### config.mk
export PLATFORM = sky130hd
export DESIGN_NAME = load_store_unit
export DESIGN_NICKNAME = d
export VERILOG_FILES = /design/src/rtl/lsu_pkg.sv /design/src/rtl/lsu_align.sv /design/src/rtl/load_store_unit.sv
export SDC_FILE = /design/constraint.sdc
export NUM_CORES = 1
export LEC_CHECK = 0
export CORE_MARGIN = 1.5
export CORE_UTILIZATION = 52
export CTS_CLUSTER_SIZE = 10
export DETAILED_ROUTE_END_ITERATION = 6
export GPL_TIMING_DRIVEN = 0
export PLACE_DENSITY = 0.86
export SLEW_MARGIN = 5
export SYNTH_ARGS = -nofsm -noshare
export SYNTH_HDL_FRONTEND = slang
export SYNTH_SLANG_ARGS = --single-unit
### constraint.sdc
create_clock -name CLK -period 6.6 [get_ports CLK]
set_clock_uncertainty 0.2 [all_clocks]
set_input_delay 1.98 -clock CLK [delete_from_list [all_inputs] [get_ports CLK]]
set_output_delay 1.98 -clock CLK [all_outputs]
set_load 0.1 [all_outputs]
### src/rtl/lsu_pkg.sv
// Shared types, funct3 encodings and fault-detection helper for the load/store unit.
package lsu_pkg;

  typedef enum logic [1:0] {IDLE, RD, WR, DONE} lsu_state_t;

  localparam logic [2:0] F3_B  = 3'b000;
  localparam logic [2:0] F3_H  = 3'b001;
  localparam logic [2:0] F3_W  = 3'b010;
  localparam logic [2:0] F3_BU = 3'b100;
  localparam logic [2:0] F3_HU = 3'b101;

  // 1 when the op must complete immediately with a fault (bad funct3 or misaligned).
  function automatic logic op_fault(input logic write, input logic [2:0] f3,
                                    input logic [1:0] addr_lo);
    logic fault;
    fault = 1'b0;
    case (f3)
      F3_B:         fault = 1'b0;
      F3_H:         fault = addr_lo[0];
      F3_W:         fault = (addr_lo != 2'b00);
      F3_BU:        fault = write;
      F3_HU:        fault = write | addr_lo[0];
      default:      fault = 1'b1;
    endcase
    return fault;
  endfunction

endpackage

### src/rtl/lsu_align.sv
// Byte-lane datapath: extracts/extends load data and merges sub-word store data.
module lsu_align
  import lsu_pkg::*;
(
  input  logic [2:0]  funct3_i,
  input  logic [1:0]  addr_lo_i,
  input  logic [31:0] wdata_i,
  input  logic [31:0] rdata_i,
  output logic [31:0] load_o,
  output logic [31:0] merge_o
);

  logic [4:0]  bsh;
  logic [4:0]  hsh;
  logic [7:0]  lane_b;
  logic [15:0] lane_h;

  assign bsh    = {addr_lo_i, 3'b000};
  assign hsh    = {addr_lo_i[1], 4'b0000};
  assign lane_b = 8'(rdata_i >> bsh);
  assign lane_h = 16'(rdata_i >> hsh);

  // Load extraction with sign or zero extension.
  always_comb begin
    load_o = rdata_i;
    case (funct3_i)
      F3_B:    load_o = {{24{lane_b[7]}}, lane_b};
      F3_BU:   load_o = {24'h0, lane_b};
      F3_H:    load_o = {{16{lane_h[15]}}, lane_h};
      F3_HU:   load_o = {16'h0, lane_h};
      default: load_o = rdata_i;
    endcase
  end

  // Store merge: replace the addressed lane of the read word with store data.
  always_comb begin
    merge_o = wdata_i;
    case (funct3_i)
      F3_B:    merge_o = (rdata_i & ~(32'h0000_00FF << bsh)) | ({24'h0, wdata_i[7:0]} << bsh);
      F3_H:    merge_o = (rdata_i & ~(32'h0000_FFFF << hsh)) | ({16'h0, wdata_i[15:0]} << hsh);
      default: merge_o = wdata_i;
    endcase
  end

endmodule

### src/rtl/load_store_unit.sv
// RV32I load/store unit: req/ack DMEM master with read-modify-write for SB/SH.
module load_store_unit
  import lsu_pkg::*;
#(
  parameter int unsigned ADDR_W = 10
) (
  input  logic              CLK,
  input  logic              RSTn,
  input  logic              lsu_valid,
  input  logic              lsu_write,
  input  logic [2:0]        lsu_funct3,
  input  logic [31:0]       lsu_addr,
  input  logic [31:0]       lsu_wdata,
  output logic [31:0]       lsu_rdata,
  output logic              lsu_done,
  output logic              lsu_fault,
  output logic              lsu_busy,
  output logic              mem_req,
  output logic              mem_we,
  output logic [ADDR_W-1:0] mem_addr,
  output logic [31:0]       mem_wdata,
  input  logic [31:0]       mem_rdata,
  input  logic              mem_ack
);

  lsu_state_t        state_q, state_d;
  logic [1:0]        addr_lo_q, addr_lo_d;
  logic [2:0]        funct3_q, funct3_d;
  logic [31:0]       wdata_q, wdata_d;
  logic              write_q, write_d;
  logic [31:0]       rdata_q, rdata_d;
  logic              done_q, done_d;
  logic              fault_q, fault_d;
  logic              busy_q, busy_d;
  logic              req_q, req_d;
  logic              we_q, we_d;
  logic [ADDR_W-1:0] maddr_q, maddr_d;
  logic [31:0]       mwdata_q, mwdata_d;

  logic [31:0]       load_data;
  logic [31:0]       merge_data;

  lsu_align u_align (
    .funct3_i  (funct3_q),
    .addr_lo_i (addr_lo_q),
    .wdata_i   (wdata_q),
    .rdata_i   (mem_rdata),
    .load_o    (load_data),
    .merge_o   (merge_data)
  );

  // Next-state and next-output logic; every output is computed here and registered below.
  always_comb begin
    state_d   = state_q;
    addr_lo_d = addr_lo_q;
    funct3_d  = funct3_q;
    wdata_d   = wdata_q;
    write_d   = write_q;
    rdata_d   = 32'h0;
    done_d    = 1'b0;
    fault_d   = 1'b0;
    req_d     = req_q;
    we_d      = we_q;
    maddr_d   = maddr_q;
    mwdata_d  = mwdata_q;
    case (state_q)
      IDLE: begin
        if (lsu_valid) begin
          addr_lo_d = lsu_addr[1:0];
          funct3_d  = lsu_funct3;
          wdata_d   = lsu_wdata;
          write_d   = lsu_write;
          if (op_fault(lsu_write, lsu_funct3, lsu_addr[1:0])) begin
            state_d = DONE;
            done_d  = 1'b1;
            fault_d = 1'b1;
          end else begin
            req_d    = 1'b1;
            maddr_d  = lsu_addr[ADDR_W+1:2];
            mwdata_d = lsu_wdata;
            if (lsu_write && (lsu_funct3 == F3_W)) begin
              state_d = WR;
              we_d    = 1'b1;
            end else begin
              state_d = RD;
              we_d    = 1'b0;
            end
          end
        end
      end
      RD: begin
        if (mem_ack) begin
          if (write_q) begin
            // Sub-word store: keep the request up and turn it into the write half.
            state_d  = WR;
            we_d     = 1'b1;
            mwdata_d = merge_data;
          end else begin
            state_d = DONE;
            done_d  = 1'b1;
            rdata_d = load_data;
            req_d   = 1'b0;
          end
        end
      end
      WR: begin
        if (mem_ack) begin
          state_d = DONE;
          done_d  = 1'b1;
          req_d   = 1'b0;
          we_d    = 1'b0;
        end
      end
      DONE: begin
        state_d = IDLE;
      end
      default: begin
        state_d = IDLE;
        req_d   = 1'b0;
        we_d    = 1'b0;
      end
    endcase
    busy_d = (state_d != IDLE);
  end

  // State and output registers; reset abandons any in-flight DMEM transaction.
  always_ff @(posedge CLK or negedge RSTn) begin
    if (!RSTn) begin
      state_q   <= IDLE;
      addr_lo_q <= 2'b00;
      funct3_q  <= 3'b000;
      wdata_q   <= 32'h0;
      write_q   <= 1'b0;
      rdata_q   <= 32'h0;
      done_q    <= 1'b0;
      fault_q   <= 1'b0;
      busy_q    <= 1'b0;
      req_q     <= 1'b0;
      we_q      <= 1'b0;
      maddr_q   <= '0;
      mwdata_q  <= 32'h0;
    end else begin
      state_q   <= state_d;
      addr_lo_q <= addr_lo_d;
      funct3_q  <= funct3_d;
      wdata_q   <= wdata_d;
      write_q   <= write_d;
      rdata_q   <= rdata_d;
      done_q    <= done_d;
      fault_q   <= fault_d;
      busy_q    <= busy_d;
      req_q     <= req_d;
      we_q      <= we_d;
      maddr_q   <= maddr_d;
      mwdata_q  <= mwdata_d;
    end
  end

  assign lsu_rdata = rdata_q;
  assign lsu_done  = done_q;
  assign lsu_fault = fault_q;
  assign lsu_busy  = busy_q;
  assign mem_req   = req_q;
  assign mem_we    = we_q;
  assign mem_addr  = maddr_q;
  assign mem_wdata = mwdata_q;

endmodule
Yosys cells after proc, flatten, opt, wreduce, memory -nomap -nowiden
Index checks and enable logic that the tools add are counted.

Bits of input ports: 104. Output and inout port bits: 79. Logic and storage cells: 95. Register bits after elaboration: 119.

Reduce and logical (&&, ||, !) cells: 13. Bitwise logic cells: 8. Eq/ne operators: 16. Shift-type cells: 6. Multiplexer cells: 39.

Operator list (number): 32-bit 2-to-1 mux (7); 32-bit case mux with 2 select lines (2); 32-bit case mux with 4 select lines (1); 32-bit AND (2); 32-bit NOT (2); 32-bit bitwise OR (2); 16-bit by 5-bit left shift with 32-bit output (1); 16-bit by 5-bit left shift with 32-bit output (first input constant) (1); 8-bit by 5-bit left shift with 32-bit output (1); 8-bit by 5-bit left shift with 32-bit output (first input constant) (1); 32-bit by 5-bit >> shifter with 16-bit output (1); 32-bit by 5-bit >> shifter with 8-bit output (1); 1-bit 2-to-1 mux (19); 3-bit equality test (second input constant) (4); 2-bit != test (second input constant) (6); 6-bit AND reduction (2); 2-bit 2-to-1 mux (5); 1-bit case mux with 3 select lines (3); 2-bit case mux with 4 select lines (1); 3-bit by 1-bit equality test with 1-bit output (second input constant) (2); 3-bit zero test (2); 2-bit nonzero test (3); 1-bit case mux with 5 select lines (1); 5-bit AND reduction (1); 10 further kinds (11).

Logic depth before layout (Yosys ltp)
Gate-level depths: netlist of run 1.

Depth after elaboration: 8. Gate-level depth with buffers: 9. Gate-level depth less buffers: 6.

Hierarchy
A second synthesis of run 1 with hierarchy kept.

Cell total of the unflattened synthesis: 568. Area, all modules: 6608.8 um^2.

Modules (own cells, without submodules): load_store_unit (cells an instance 327, seq. area each 2977.9 um^2, area each 5004.8 um^2, instances 1); lsu_align (cells an instance 241, seq. area each 0.0 um^2, area each 1604.0 um^2, instances 1).

Worst setup path before layout of run 1
OpenSTA, ideal clock, no wires.

Kind: in2reg. Start point: input lsu_funct3[0]. End point: register we_q (netlist: mem_we). Arrival time: 3.262 ns. Path buffers: 1. Cell stages on the path: 5. Required time: 6.275 ns. Library setup time: 0.125 ns. Slack: 3.012 ns. Path through: o41a_1 -> and2_1 -> buf_2 -> nor4_2 -> mux2_2.

Cells in the longest elaborated chain, start to end: 6. Elaborated cells on any way between the ends: 15. Classes of those cells: eq/ne (5); mux (7); reduce/logical (3).

Ends and longest elaborated chain: start: declaration (line load_store_unit.sv:11) `input logic [2:0] lsu_funct3,`; 3-bit equality test, or another cell as far along (line lsu_pkg.sv:17) `case (f3)`; 1-bit case mux with 5 select lines or 1-bit logical AND (tied branches) (line lsu_pkg.sv:17, load_store_unit.sv:81); 1-bit 2-to-1 mux, on equally long branches (line load_store_unit.sv:68, load_store_unit.sv:81); 1-bit 2-to-1 mux, on equally long branches (line load_store_unit.sv:66, load_store_unit.sv:73); 2-bit != test (no source line) or 1-bit 2-to-1 mux (tied branches); 6-bit AND reduction (no source line) or 1-bit case mux with 3 select lines (tied branches); end signal: assignment (line load_store_unit.sv:153) `we_q <= we_d;`; end: declaration (line load_store_unit.sv:36) `logic we_q, we_d;`.

Several ways; a longest one is shown, not always the timed one. The select of a mux whose other input is x is not followed. A chain may end at the register's enable or synchronous reset.

Final worst setup path of run 1
Start point: register mwdata_q[0] (netlist: mem_wdata[0]). End point: output mem_wdata[0].

RTL lines: start: declaration (line load_store_unit.sv:38) `logic [31:0] mwdata_q, mwdata_d;`; start signal: assignment (line load_store_unit.sv:155) `mwdata_q <= mwdata_d;`; end: declaration (line load_store_unit.sv:21) `output logic [31:0] mem_wdata,`.

No word-level cell between the ends.

==> results of run 1 <==
## logic make-up (layout without fill, tap and decap cells)
family                     Yosys count  in the layout  synth area share [%]
DFF                                119            119                  47.2
adders and majority gates            5              5                 0.991
AOI/OAI and AO/OA                  233            233                  25.0
buffers and inverters               78            273                  5.19
and+or+nand+nor                    125            125                  10.4
muxes                               64             64                  11.3
## metal layers
metal | vias up | global-route usage, % | part of all wire [%]
met5 | - | 0 | 0
met4 | 0 | 15.3 | 3.7
met3 | 59 | 7.28 | 7.6
met2 | 328 | 53.7 | 47
met1 | 2939 | 43.7 | 42
li1 | 2672 | - | -
## state kept, by name, summed over array words and instances (netlist names)
name,count
lsu_rdata,32
mem_wdata,32
wdata_q,32
mem_addr,10
funct3_q,3
addr_lo_q,2
state_q,2
lsu_busy,1
lsu_done,1
lsu_fault,1
mem_req,1
mem_we,1
write_q,1
## placed cells by master, fill, tap and decap left out, types with 4 or more instances in the layout
cell type	netlist	layout
a21oi_1	46	46
mux2_2	47	47
nand2_1	28	28
nor2_1	37	37
a211oi_1	9	9
buf_2	19	19
o221a_2	7	7
a211o_1	8	8
o211ai_1	16	16
mux2i_1	16	16
a31o_2	8	8
o311a_1	8	8
nor3_1	8	8
and2_1	4	4
and3_1	8	8
nand3_1	8	8
a31oi_1	8	8
inv_1	22	22
nor4bb_1	6	6
a221oi_1	8	8
dfrtp_1	119	119
clkbuf_1	34	34
o31ai_1	16	16
clkinvlp_4	0	4
a22o_1	8	8
o21ai_0	63	63
nor2b_1	12	12
ha_1	5	5
clkdlybuf4s50_1	0	161
clkbuf_16	0	17
a21o_1	16	16
## through the flow
| stage | util [%] | hold slack, ps | TNS [ps] | setup WS [ps] | instance area, sq um |
|---|---|---|---|---|---|
| global route | 73.6 | 323 | 0 | 2440 | 8760 |
| detailed placement | 68.4 | 294 | 0 | 2210 | 8150 |
| floorplan | - | 275 | 0 | 3010 | 6310 |
| finish | 73.6 | 301 | 0 | 2470 | 8760 |
| global placement | 68.2 | 287 | -110380 | -938 | 8120 |
| CTS | 73.6 | 305 | 0 | 2470 | 8760 |
## final cells by class
type / instances / area, sq um / area share (%)
buffer: 55 / 241 / 2.76
clock buffer: 18 / 439 / 5.01
clock inverter: 14 / 174 / 1.99
inverter: 23 / 86.3 / 0.985
multi-input combinational: 427 / 3010 / 34.3
sequential: 119 / 2980 / 34.0
tap: 147 / 184 / 2.10
timing repair buffer: 163 / 1650 / 18.8
## path summary, 6_finish.rpt
path	start	end	slack, ps	cells past startpoint
max	mem_wdata[0]	mem_wdata[0]	2470	1
min	mem_addr[2]	mem_addr[2]	300	1
max reg2reg	state_q[1]	mem_wdata[20]	3960	8
min reg2reg	mem_addr[2]	mem_addr[2]	300	1
max in group asynchronous	RSTn	wdata_q[30]	4230	2
min in group asynchronous	RSTn	lsu_rdata[6]	1280	1
==> flow_summary.toml, run 1 <==
[clocking]
root_buffer = "clkbuf_16"
clock_latency_ps = 430
post-cts-setup-buffers = 0
clk_pin_slew_ps = 60
cts-buffers-inserted = 17
h-tree-depth = 4
cts_num_sinks = 119
cts_hold_buffers = 0
clockBufferDepth = 2
cts_resized = 0
cts_tree = "yes"

[synthesis]
avgSynthCellArea_sq_um = 10.1
synth.area.top_cells = "dfrtp_1, mux2_2, o21ai_0"
synth_edf_count = 0
syn-cell-area_sq_um = 6310
synth_fp_nets = 733
yosysMostFrequentCell = "dfrtp_1"
synth-seq-area-share_pct = 47.2
ys_warn_count = 0
synth_area_leader_cell = "dfrtp_1"
synth-seq-cells = 119
synthDistinctLibCells = 52
synth_top_area_share_pct = 47.2
netlist_instances = 624
synthFlopType = "dfrtp_1"
yosys-top-cells-count = "dfrtp_1, o21ai_0, mux2_2"
synthArstFlopShare_pct = 100

[drt]
num_vias = 5998
drc = 0
dr.pass1.iters = 7
drtIter0Drc = 555
wl_per_cell_microns = 21.3
wirelength_microns = 20600
vias_per_cell = 6.21
ant_nets = 0

[layout]
area_delta_synth_final_pct = 38.8
fin_cells = 966
final_layout_size_suffix_gt1_share_pct = 15.6
antennaDiodeCount = 0
fillers = 872
final_nets = 915

[place]
io_buffers = 162
dp.cells = 934
place_congestion = 0.932
hpwl_microns = 15500

[grt]
antenna_found_initial = 0
gr-total-overflow = 0
grt_first_pass_wirelength_microns = 32800
grt_util_all_layers_pct = 33.5
grt_max_degree = 74
grt_pass1_vias = 6199

[sta]
fmax_ghz = 0.242
setup_viol = 0
maxSlewViolCount = 0
worst_pin_slew_ps = 1010
hold_viol = 0
rsz0062_at_grt = "no"
finalCritPeriodShare_pct = 62.6
finalCriticalPeriod_ps = 4130
max_slew_margin_pct = 32.7

[critical_path]
critPathArrivalTime_ps = 1950
crit_path_top_delay_cell = "clkdlybuf4s50_1"
cpLargestDelayFamily = "buffers and inverters"
critPathMaxStageDelay_ps = 1150
start_kind = "flop"
worstPathCellList = "clkdlybuf4s50_1"
crit_buf_inv = 1
cp_max_fo = 2
end_kind = "output port"
worstPathRequired_ps = 4420
worstSetupPathType = "reg -> out"

[die]
core_area_sq_um = 11900
die_w_microns = 113
io_pins = 183
die_area_sq_um = 12800
initial_core_util_pct = 53.0
fp-row-count = 40
die_h_microns = 113

[run_status]
outcome = "completed"

[job]
maxCapViolCount = 0

[hold_path]
hold_class = "reg -> reg"
Power of run 1 is left out: the tool's default activity adds up to more than one toggle a clock period on the data nets, which glitch-free logic cannot reach.
==> run 2, diff against run 1 <==
- CORE_UTILIZATION: 52 -> 48
- PLACE_DENSITY: 0.86 -> 0.81
- clock period: 6.6 -> 4.2 ns (I/O delays scaled with it)
==> run 2 against run 1 <==
Sequential cell count is the same; critical path depth did not move; highest routed layer unchanged; non-clock buffer count is the same; clock-buffer cell count unchanged; final cell count increased by 2.6%; register-to-register slack got worse by 2400 ps; cell area is essentially flat.
==> flow_summary.toml, run 2 (synthesized netlist as in run 1, its figures left out) <==
[place]
place_congestion = 0.914
dp.cells = 959
hpwl_microns = 15600
dp_slack_ps = 560
io_buffers = 162

[sta]
maxSlewViolCount = 0
finalCriticalPeriod_ps = 3410
hold_viol = 0
fmax_ghz = 0.293
setup_viol = 0
worst_slack_ps = 786
worst_pin_slew_ps = 991
max_slew_margin_pct = 33.7
rsz0062_at_grt = "no"
finalCritPeriodShare_pct = 81.3

[critical_path]
reg2reg_depth = 8
end_kind = "output port"
worstSetupPathType = "reg -> out"
crit_cells = 1
r2r-start = "state_q[1]"
start_kind = "flop"
crit_buf_inv = 1
crit_path_top_delay_cell = "clkdlybuf4s50_1"
worstPathCellList = "clkdlybuf4s50_1"
crit_start = "mem_wdata[23]"
critPathArrivalTime_ps = 1950
worstPathRequired_ps = 2740
cpLargestDelayFamily = "buffers and inverters"
critPathMaxStageDelay_ps = 1160
cp_max_fo = 2

[layout]
area_delta_synth_final_pct = 38.9
fin_cells = 991
final_nets = 915
layout_commonest_cell = "clkdlybuf4s50_1"
fillers = 1002
final_cell_mix = "clkdlybuf4s50_1, dfrtp_1, o21ai_0"
antennaDiodeCount = 0
final_layout_size_suffix_gt1_share_pct = 15.6
post-route-util_pct = 68.9

[die]
die_h_microns = 118
fp-row-count = 41
core_area_sq_um = 12700
die_area_sq_um = 13800
initial_core_util_pct = 49.6
io_pins = 183
die_w_microns = 118

[run_status]
outcome = "completed"

[drt]
wl_per_cell_microns = 20.7
drc = 0
drtIter0Drc = 412
vias_per_cell = 6.00
num_vias = 5943
ant_nets = 0
dr.pass1.iters = 5
wirelength_microns = 20500

[grt]
grt_pass1_vias = 5934
gr-total-overflow = 0
grt_max_degree = 71
antenna_found_initial = 0
grt_util_all_layers_pct = 30.5
grt_first_pass_wirelength_microns = 32800

[clocking]
clock_latency_ps = 430
cts_num_sinks = 119
post-cts-setup-buffers = 0
cts_tree = "yes"
cts_resized = 0
h-tree-depth = 4
cts-buffers-inserted = 17
clockBufferDepth = 2
cts_hold_buffers = 0
root_buffer = "clkbuf_16"
clk_pin_slew_ps = 60

[job]
maxCapViolCount = 0

[hold_path]
min_from = "mem_addr[4]"
holdPathStages = 1
hold_class = "reg -> reg"
## run 2: changes by cell type in the layout (fill, tap and decap cells not counted)
cell / before / now
bufinv_16: 3 / 2
clkinvlp_4: 4 / 5
## run 2: worst reg2reg max path: stages, from the launching register on
cell and delay (ps):
dfrtp_1 430, inv_1 120, ha_1 190, buf_2 230, nor2b_1 270, nand2_1 190
nor2_1 470, buf_2 320, a21o_1 150
## run 2: routing by layer
layer / part of all wire (%) / vias to the layer above / global-route usage, %
met2: 47 / 303 / 47.7
met3: 7.9 / 27 / 6.30
met1: 44 / 2931 / 42.8
met5: 0 / - / 0
li1: - / 2682 / -
met4: 1.6 / 0 / 9.53
## run 2: layout make-up
type                       count  area (sq um)  area share [%]
clock buffer                  18           439            5.01
timing repair buffer         163          1650            18.8
multi-input combinational    427          3010            34.3
sequential                   119          2980            34.0
clock inverter                14           151            1.73
inverter                      23          86.3           0.984
buffer                        55           241            2.75
tap                          172           215            2.45
## run 2: metrics by stage
stage | hold WS [ps] | cell area, sq um | TNS [ps]
after floorplan | 275 | 6310 | 0
after global placement | 289 | 8150 | -322960
after detailed placement | 294 | 8180 | 0
after CTS | 307 | 8770 | 0
after global routing | 316 | 8770 | 0
final | 303 | 8770 | 0
## run 2: worst paths after layout
kind	to	slack, ps
max in group asynchronous	mem_wdata[3]	2540
max	mem_wdata[23]	790
min in group asynchronous	mem_wdata[31]	560
min reg2reg	mem_addr[4]	300
max reg2reg	lsu_rdata[24]	1580
min	mem_addr[4]	300
Power of run 2 is left out for the same reason.
